==> config.mk <==
export PLATFORM = sky130hd
export DESIGN_NAME = regfile_dump_reader
export DESIGN_NICKNAME = d
export VERILOG_FILES = /design/src/rtl/regfile_dump_reader.sv
export SDC_FILE = /design/constraint.sdc
export NUM_CORES = 1
export LEC_CHECK = 0
export ABC_AREA = 1
export CAP_MARGIN = 20
export CORE_MARGIN = 2
export CORE_UTILIZATION = 35
export DETAILED_ROUTE_END_ITERATION = 10
export GPL_TIMING_DRIVEN = 0
export PLACE_DENSITY = 0.69
export SYNTH_ARGS = -nofsm -noshare
export SYNTH_HDL_FRONTEND = slang
export SYNTH_SLANG_ARGS = --single-unit
==> constraint.sdc <==
create_clock -name clock -period 3.45 [get_ports clock]
set_input_delay 0.69 -clock clock [delete_from_list [all_inputs] [get_ports clock]]
set_output_delay 0.69 -clock clock [all_outputs]
set_load 0.02 [all_outputs]
==> src/rtl/regfile_dump_reader.sv <==
`timescale 1ns/1ps
`default_nettype none
// ============================================================================
//  Module   : regfile_dump_reader
//  Brief    : Streams registers 0..NUM_REGS-1 over a valid/ready port and
//             flags snooped writes that hit an already-captured register.
//  Revision : 1.0
// ============================================================================
module regfile_dump_reader #(
    parameter int NUM_REGS = 32,
    parameter int DATA_W   = 32,
    parameter int ADDR_W   = 5
) (
    input  logic              clock,
    input  logic              reset,
    input  logic              start,
    input  logic              abort,
    output logic [ADDR_W-1:0] rf_read_addr,
    input  logic [DATA_W-1:0] rf_read_data,
    input  logic              rf_we,
    input  logic [ADDR_W-1:0] rf_waddr,
    output logic              out_valid,
    input  logic              out_ready,
    output logic [ADDR_W-1:0] out_index,
    output logic [DATA_W-1:0] out_data,
    output logic              busy,
    output logic              done,
    output logic              stale
);

    localparam logic [ADDR_W-1:0] LAST_IDX = ADDR_W'(NUM_REGS - 1);

    typedef enum logic [1:0] {
        IDLE    = 2'd0,
        READ    = 2'd1,
        PRESENT = 2'd2,
        DONE    = 2'd3
    } state_t;

    state_t              state_q,  state_d;
    logic [ADDR_W-1:0]   idx_q,    idx_d;
    logic [ADDR_W-1:0]   raddr_q,  raddr_d;
    logic                valid_q,  valid_d;
    logic [ADDR_W-1:0]   index_q,  index_d;
    logic [DATA_W-1:0]   data_q,   data_d;
    logic                stale_q,  stale_d;
    logic                w_snoop_hit;

    // A write at or below idx lands on a register that is captured already
    // (in READ the capture happens on the same edge, so the old value wins).
    assign w_snoop_hit = rf_we && (rf_waddr != '0) && (rf_waddr <= idx_q) &&
                         ((state_q == READ) || (state_q == PRESENT));

    always_comb begin
        state_d = state_q;
        idx_d   = idx_q;
        raddr_d = raddr_q;
        valid_d = valid_q;
        index_d = index_q;
        data_d  = data_q;
        stale_d = stale_q | w_snoop_hit;

        case (state_q)
            IDLE: begin
                if (start) begin
                    idx_d   = '0;
                    raddr_d = '0;
                    stale_d = 1'b0;
                    state_d = READ;
                end
            end
            READ: begin
                if (abort) begin
                    state_d = IDLE;
                end else begin
                    data_d  = rf_read_data;
                    index_d = idx_q;
                    valid_d = 1'b1;
                    state_d = PRESENT;
                end
            end
            PRESENT: begin
                if (abort) begin
                    valid_d = 1'b0;
                    state_d = IDLE;
                end else if (out_ready) begin
                    valid_d = 1'b0;
                    if (idx_q == LAST_IDX) begin
                        state_d = DONE;
                    end else begin
                        idx_d   = idx_q + 1'b1;
                        raddr_d = idx_q + 1'b1;
                        state_d = READ;
                    end
                end
            end
            DONE: begin
                state_d = IDLE;
            end
            default: begin
                state_d = IDLE;
            end
        endcase
    end

    always_ff @(posedge clock) begin
        if (reset) begin
            state_q <= IDLE;
            idx_q   <= '0;
            raddr_q <= '0;
            valid_q <= 1'b0;
            index_q <= '0;
            data_q  <= '0;
            stale_q <= 1'b0;
        end else begin
            state_q <= state_d;
            idx_q   <= idx_d;
            raddr_q <= raddr_d;
            valid_q <= valid_d;
            index_q <= index_d;
            data_q  <= data_d;
            stale_q <= stale_d;
        end
    end

    // The read address register only reloads when entering READ, so it
    // equals idx there and holds its last value everywhere else.
    assign rf_read_addr = raddr_q;
    assign out_valid    = valid_q;
    assign out_index    = index_q;
    assign out_data     = data_q;
    assign stale        = stale_q;
    assign busy         = (state_q != IDLE);
    assign done         = (state_q == DONE);

endmodule
`default_nettype wire

# Word-level counts from Yosys, hierarchy flattened
# Cells that the tools add are included.
# classes
eq_ne,10
n_bitwise,2
muxes,17
magnitude_cmp,1
add_sub_neg,1
n_reduce_logical,13
# op_table
operator,count
5-bit 2-to-1 mux,4
2-bit 2-to-1 mux,5
"2-bit != test, second input constant",5
5-bit case mux with 2 select lines,1
2-bit case mux with 4 select lines,1
2-bit nonzero test,3
"5-bit by 1-bit adder with 5-bit output, second input constant",1
"5-bit == test, second input constant",1
5-bit <= comparator,1
1-bit 2-to-1 mux,5
5-bit AND reduction,1
5-bit nonzero test,1
"2-bit == test, second input constant",2
2-bit AND reduction,2
1-bit logical AND,3
"3-bit != test, second input constant",1
3-bit AND reduction,1
"2-bit by 1-bit == test with 1-bit output, second input constant",1
2-bit logical NOT,1
1-bit case mux with 2 select lines,1
1-bit logical OR,1
1-bit inverter,1
1-bit bitwise OR,1
# totals
word_cells,50
reg_bits,46
input_bits,43
out_inout_bits,46

# Longest topological paths before layout
# Gate-level depths: netlist of the first run.
# logic_depth
ltp_word,7
ltp_mapped,10
depth_no_buf,10

# Worst setup path before layout of the first run
# No wires, ideal clock.
# synth_timing
path_type,reg2reg
start,"register, netlist name rf_read_addr[0]"
end,"register raddr_q[3], in the netlist rf_read_addr[3]"
t_arrival_ps,1534
n_path_buf,0
stages_incl_launch_ff,11
setup_ps,113
period_less_slack_ps,1647
required_ps,3337
slack_ps,1803
cell_sequence,dfxtp_1 -> ha_1 -> nand2_1 -> nor2_1 -> ha_1 -> o21ai_0 -> nand3_2 -> nor2_1 -> nand2_1 -> nand2_1 -> nor2_1
# synth_lines
element,line_no,source
"end signal, assigned",118,raddr_q <= raddr_d;
"end, declared",42,"logic [ADDR_W-1:0] raddr_q, raddr_d;"

# Worst setup path after layout of the first run
# layout_timing
start,register state_q[1]
end,output port busy
# layout_via
elab_chain_len,1
# layout_lines
element,line_no,source
"start, declared",40,"state_t state_q, state_d;"
"start signal, assigned",116,state_q <= state_d;
2-bit nonzero test,133,assign busy = (state_q != IDLE);
"end, declared",26,"output logic busy,"
# No other way between the ends.

==> results.md, run 1 <==
- Crit path DAT: 1710 ps
- Final min period: 2400 ps
- CP Launch Type: flop
- Worst Max-Slew Pin Slew: 372 ps
- Gpl congestion: 0.807
- Pint: 960 uW
- Area growth from synthesis to layout: 55.3%
- Residual DRC: 0
- Max Fclk: 417 MHz
- FILL cells: 529
- Total Negative Setup Slacks: 0 ps
- Root buf cell: clkbuf_8
- Final WL: 4930 um
- Register area share after synthesis: 47.3%
- Largest net degree at the start of global routing: 14
- Site Rows: 27
- CTS sink count: 46
- Core box area: 5440 sq um
- Mapped cell area: 1950 sq um
- Antenna violations before repair: 0
- Setup Skew: 3.91 ps
- PostCTS Resize Cnt: 0
- Final Hold Vio Count: 0
- N_diodes: 0
- Global-route wire length before repair: 7760 um
- IO Pins: 89
- WL/cell: 11.4 um
- Register bit total from synthesis: 46
- DP Wirelength: 3720 um
- Hold path depth: 2
- Crit Path Max Fanout: 4
- Sequential share of power: 45.0%
- DR iter-0 viols: 51
- Slew HR: 75.2%
- Hold-fix buffers at CTS: 0
- Cells after synthesis: 263
- CP required: 2760 ps
- Gr ovfl total: 0
- Leak: 1.23 nW
- TritonCTS clock tree: done
- Share of layout cells above drive strength 1: 4.46%
- Comb power frac: 25.6%
- Initial Util: 35.8%
- Die area: 6180 sq um
- Clk slew on worst S/H paths: 80 ps
- Final period util: 69.5%
- Worst Setup End Kind: output port
- # Post-CTS Setup Buffers: 0
- Vias/cell: 4.37
- Hold path start: stale
- Vias: 1883
- CTS max path bufs: 2
- Worst min-delay path class: flop to flop
- Num CTS Buffers: 5
- Total global-route track usage: 15.8%
- Die X: 78.6 um
- Slew Limit Fails: 0
- Nets@finish: 413
- Max-cap violations: 0
- Drt pass-1 iters: 4
- Number of global-route vias before repair: 1675
- Hold path endpoint: stale
- Clock Power Share: 29.4%
- Cells on worst reg2reg path: 10
- Setup crit start: state_q[1]
- Sw frac: 28.1%
- Routed Antenna Nets: 0
- Port buffer count: 88
- Yosys warning total: 0
- Die Y: 78.6 um
- Synth cell types: 21
- FF-to-FF Start: rf_read_addr[0]
- RR Endpoint: rf_read_addr[3]
- RSZ-0062 raised after global routing: false
- Power Dens Cells: 442 nW/um^2
- H-tree Lvls: 2
- Psw: 376 uW
- R2R setup slack: 1740 ps
- Pre-CTS setup slack: 1270 ps
- Clock latency at the later pin of the worst-skew pair: 290 ps
- Avg Inst Size Synth: 7.41 sq um
- Final worst slack: 1050 ps
- Endpoints failing setup: 0
- Syn_nets: 318
- Run status: completed
- Crit path kind: flop to output port
- VDD IR max: 0.228 mV
## worst max-delay path: stages, from the launching register on
cell,delay [ps]
dfxtp_1,400
inv_1,100
ha_1,230
inv_1,80
clkdlybuf4s50_1,600
## worst max path at each step
stage	end	cells past startpoint
floorplan	rf_read_addr[3]	10
global placement	out_index[3]	7
detailed placement	out_data[26]	6
CTS	busy	4
global route	busy	4
finish	busy	4
## metrics by stage
step                instances  util (%)  hold WS (ps)  total power [mW]  area (sq um)
floorplan                 263         -           524             0.789          1950
global placement          423      53.7           437             0.953          2920
detailed placement        423      53.7           445             0.958          2920
CTS                       431      55.6           459              1.36          3030
global route              431      55.6           488              1.42          3030
finish                    431      55.6           453              1.34          3030
## state kept, by name (all words and copies together), names as in the netlist
signal        cells
stale             1
out_index         5
rf_read_addr      5
out_valid         1
state_q           2
out_data         32
## routing by layer
layer / vias to the layer above / part of all wire (%) / GRT usage [%]
li1: 1021 / - / -
met1: 812 / 46 / 19.9
met2: 48 / 49 / 26.5
met3: 2 / 5.3 / 4.25
met4: 0 / 0.47 / 4.74
met5: - / 0 / 0
## power groups by stage
stage,clock (mW),combinational [mW],sequential [mW]
after floorplan,0,0.125,0.664
after global placement,0,0.340,0.612
after detailed placement,0,0.345,0.614
after CTS,0.407,0.347,0.602
after global routing,0.434,0.375,0.608
final,0.393,0.342,0.601
## placed cells by master (no fill, tap or decap), types with 4 or more instances in the layout
master and n:
dfxtp_1 46, nand2_1 31, clkdlybuf4s50_1 88, o21ai_0 40
nor2_1 75, inv_1 22, a21oi_1 12, clkbuf_1 7
ha_1 12, clkbuf_8 5, buf_2 4
## area by class of cell
cell class,instances,area (sq um),share of cell area (%)
clock buffers,7,76.3,2.52
clock inverters,1,30.0,0.993
repair buffers,88,881,29.1
plain buffers,11,48.8,1.61
flip-flops and latches,46,921,30.4
well taps,72,90.1,2.98
inverters,24,90.1,2.98
multi-input cells,182,888,29.4
## cell families (layout without fill, tap and decap cells)
group,after synthesis,in the layout,share of synthesized area [%]
and+or+nand+nor,112,112,22.4
AOI/OAI and AO/OA,58,58,15.5
DFF,46,46,47.3
buffers and inverters,35,131,7.13
adders and majority gates,12,12,7.71
## cells in the mapped netlist, drive strengths merged
cell / count / area share [%]
nor2: 75 / 14
dfxtp: 46 / 47
o21ai: 42 / 11
nand2: 31 / 6.0
inv: 24 / 4.6
a21oi: 12 / 3.1
ha: 12 / 7.7
clkbuf: 7 / 1.5
buf: 4 / 1.0
nand3: 3 / 1.0
nor3: 2 / 0.51
a21boi: 1 / 0.39
a22oi: 1 / 0.39
a31oi: 1 / 0.32
nor3b: 1 / 0.39
o21bai: 1 / 0.39
No activity file was read; power rests on OpenSTA's default activity.
==> inputs of run 2 (changes only) <==
Settings changed: PLACE_DENSITY 0.69 to 0.72.
Clock period 3.45 ns to 1.95 ns, I/O delays scaled along.
==> results.md, run 2 (synthesized netlist as in run 1, its figures left out) <==
- Run status: completed
- Area growth from synthesis to layout: 53.9%
- H-tree Lvls: 2
- Psw: 659 uW
- Final worst slack: 89.0 ps
- Slew Limit Fails: 0
- Total Negative Setup Slacks: 0 ps
- Hold path endpoint: stale
- Die Y: 78.6 um
- Hold path start: stale
- Largest net degree at the start of global routing: 14
- WL/cell: 11.3 um
- CP Launch Type: flop
- Pre-CTS setup slack: 55.0 ps
- Worst Setup End Kind: output port
- Crit Path Max Fanout: 4
- Max reg flops: 32
- Die X: 78.6 um
- Pint: 1.56 mW
- R2R setup slack: 260 ps
- Clock latency at the later pin of the worst-skew pair: 290 ps
- Residual DRC: 0
- Vias/cell: 4.47
- Vias: 1924
- Final period util: 95.4%
- Comb power frac: 27.2%
- TritonCTS clock tree: done
- Global-route wire length before repair: 7900 um
- Hold_ws: 451 ps
- RR Endpoint: rf_read_addr[3]
- CTS sink count: 46
- CTS max path bufs: 2
- Final WL: 4870 um
- IO Pins: 89
- Most common cell after layout, fill and taps aside: clkdlybuf4s50_1
- Slew HR: 74.9%
- Port buffer count: 88
- RSZ-0062 raised after global routing: false
- Final min period: 1860 ps
- Crit path kind: flop to output port
- Setup Skew: 3.82 ps
- Worst Max-Slew Pin Slew: 377 ps
- Endpoints failing setup: 0
- # Post-CTS Setup Buffers: 0
- Number of global-route vias before repair: 1762
- Power Dens Cells: 740 nW/um^2
- Site Rows: 27
- N_diodes: 0
- Sequential share of power: 47.9%
- Drt pass-1 iters: 4
- Share of layout cells above drive strength 1: 4.47%
- Die area: 6180 sq um
- Leak: 1.22 nW
- Antenna violations before repair: 0
- FF-to-FF Start: rf_read_addr[0]
- Routed Antenna Nets: 0
- Hold path depth: 2
- Gr ovfl total: 0
- DP Wirelength: 3700 um
- DR iter-0 viols: 42
- Sw frac: 29.7%
- Total global-route track usage: 16.1%
- Commonest non-fill, non-tap cells in the layout: clkdlybuf4s50_1 (87), nor2_1 (75), dfxtp_1 (46)
- VDD IR max: 0.355 mV
- Num CTS Buffers: 5
- Max Fclk: 537 MHz
- Gpl congestion: 0.855
- Core box area: 5440 sq um
- Cells on worst reg2reg path: 10
- Initial Util: 35.8%
- Final Hold Vio Count: 0
- Root buf cell: clkbuf_8
- Max-cap violations: 0
- CP required: 1560 ps
- Nets@finish: 413
- Crit path DAT: 1470 ps
- Clock Power Share: 24.9%
- Clk slew on worst S/H paths: 80 ps
- Worst min-delay path class: flop to flop
## run 2: how the worst max path moves through the flow
stage	from	depth (start not counted)	slack, ps	end
floorplan	rf_read_addr[0]	10	300	rf_read_addr[3]
global placement	abort	7	80	out_index[4]
detailed placement	abort	7	50	out_index[4]
CTS	state_q[1]	2	80	done
global route	state_q[1]	2	20	done
finish	state_q[1]	2	90	done
## run 2: power by group through the flow
stage / Combinational, mW / Sequential (mW) / Clock, mW
floorplan: 0.222 / 1.17 / 0
global placement: 0.600 / 1.08 / 0
CTS: 0.609 / 1.06 / 0.571
global route: 0.669 / 1.07 / 0.617
detailed placement: 0.609 / 1.09 / 0
finish: 0.602 / 1.06 / 0.552
## run 2: repair_timing
action                                  CTS  global route
hold buffers                              0             0
endpoints found under the setup margin    1             1
resized for setup                         1             1
## run 2: critical path: stages, from the launching register on
cell             delay (ps)
dfxtp_1                 400
ha_1                    180
clkdlybuf4s50_1         600
## run 2: routing by layer
| metal | vias up | wire [um] | GRT usage, % |
|---|---|---|---|
| li1 | 1021 | - | - |
| met1 | 837 | 2230 | 19.4 |
| met2 | 60 | 2290 | 27.5 |
| met3 | 6 | 304 | 4.60 |
| met4 | 0 | 49 | 5.44 |
| met5 | - | 0 | 0 |
## run 2: cell type report
cell class                 instances  area (sq um)
clock buffer                       6          72.6
inverter                          24          90.1
buffer                            11          48.8
timing repair buffer              88           880
tap                               72          90.1
clock inverter                     1          7.51
multi-input combinational        182           888
sequential                        46           921
fill                             559          2440
## run 2: stage by stage
stage | area, sq um | util [%] | instances | total power [mW]
after floorplan | 1950 | - | 263 | 1.40
after global placement | 2920 | 53.7 | 423 | 1.68
after detailed placement | 2920 | 53.7 | 423 | 1.69
after CTS | 3000 | 55.1 | 430 | 2.24
after global routing | 3000 | 55.1 | 430 | 2.36
final | 3000 | 55.1 | 430 | 2.22
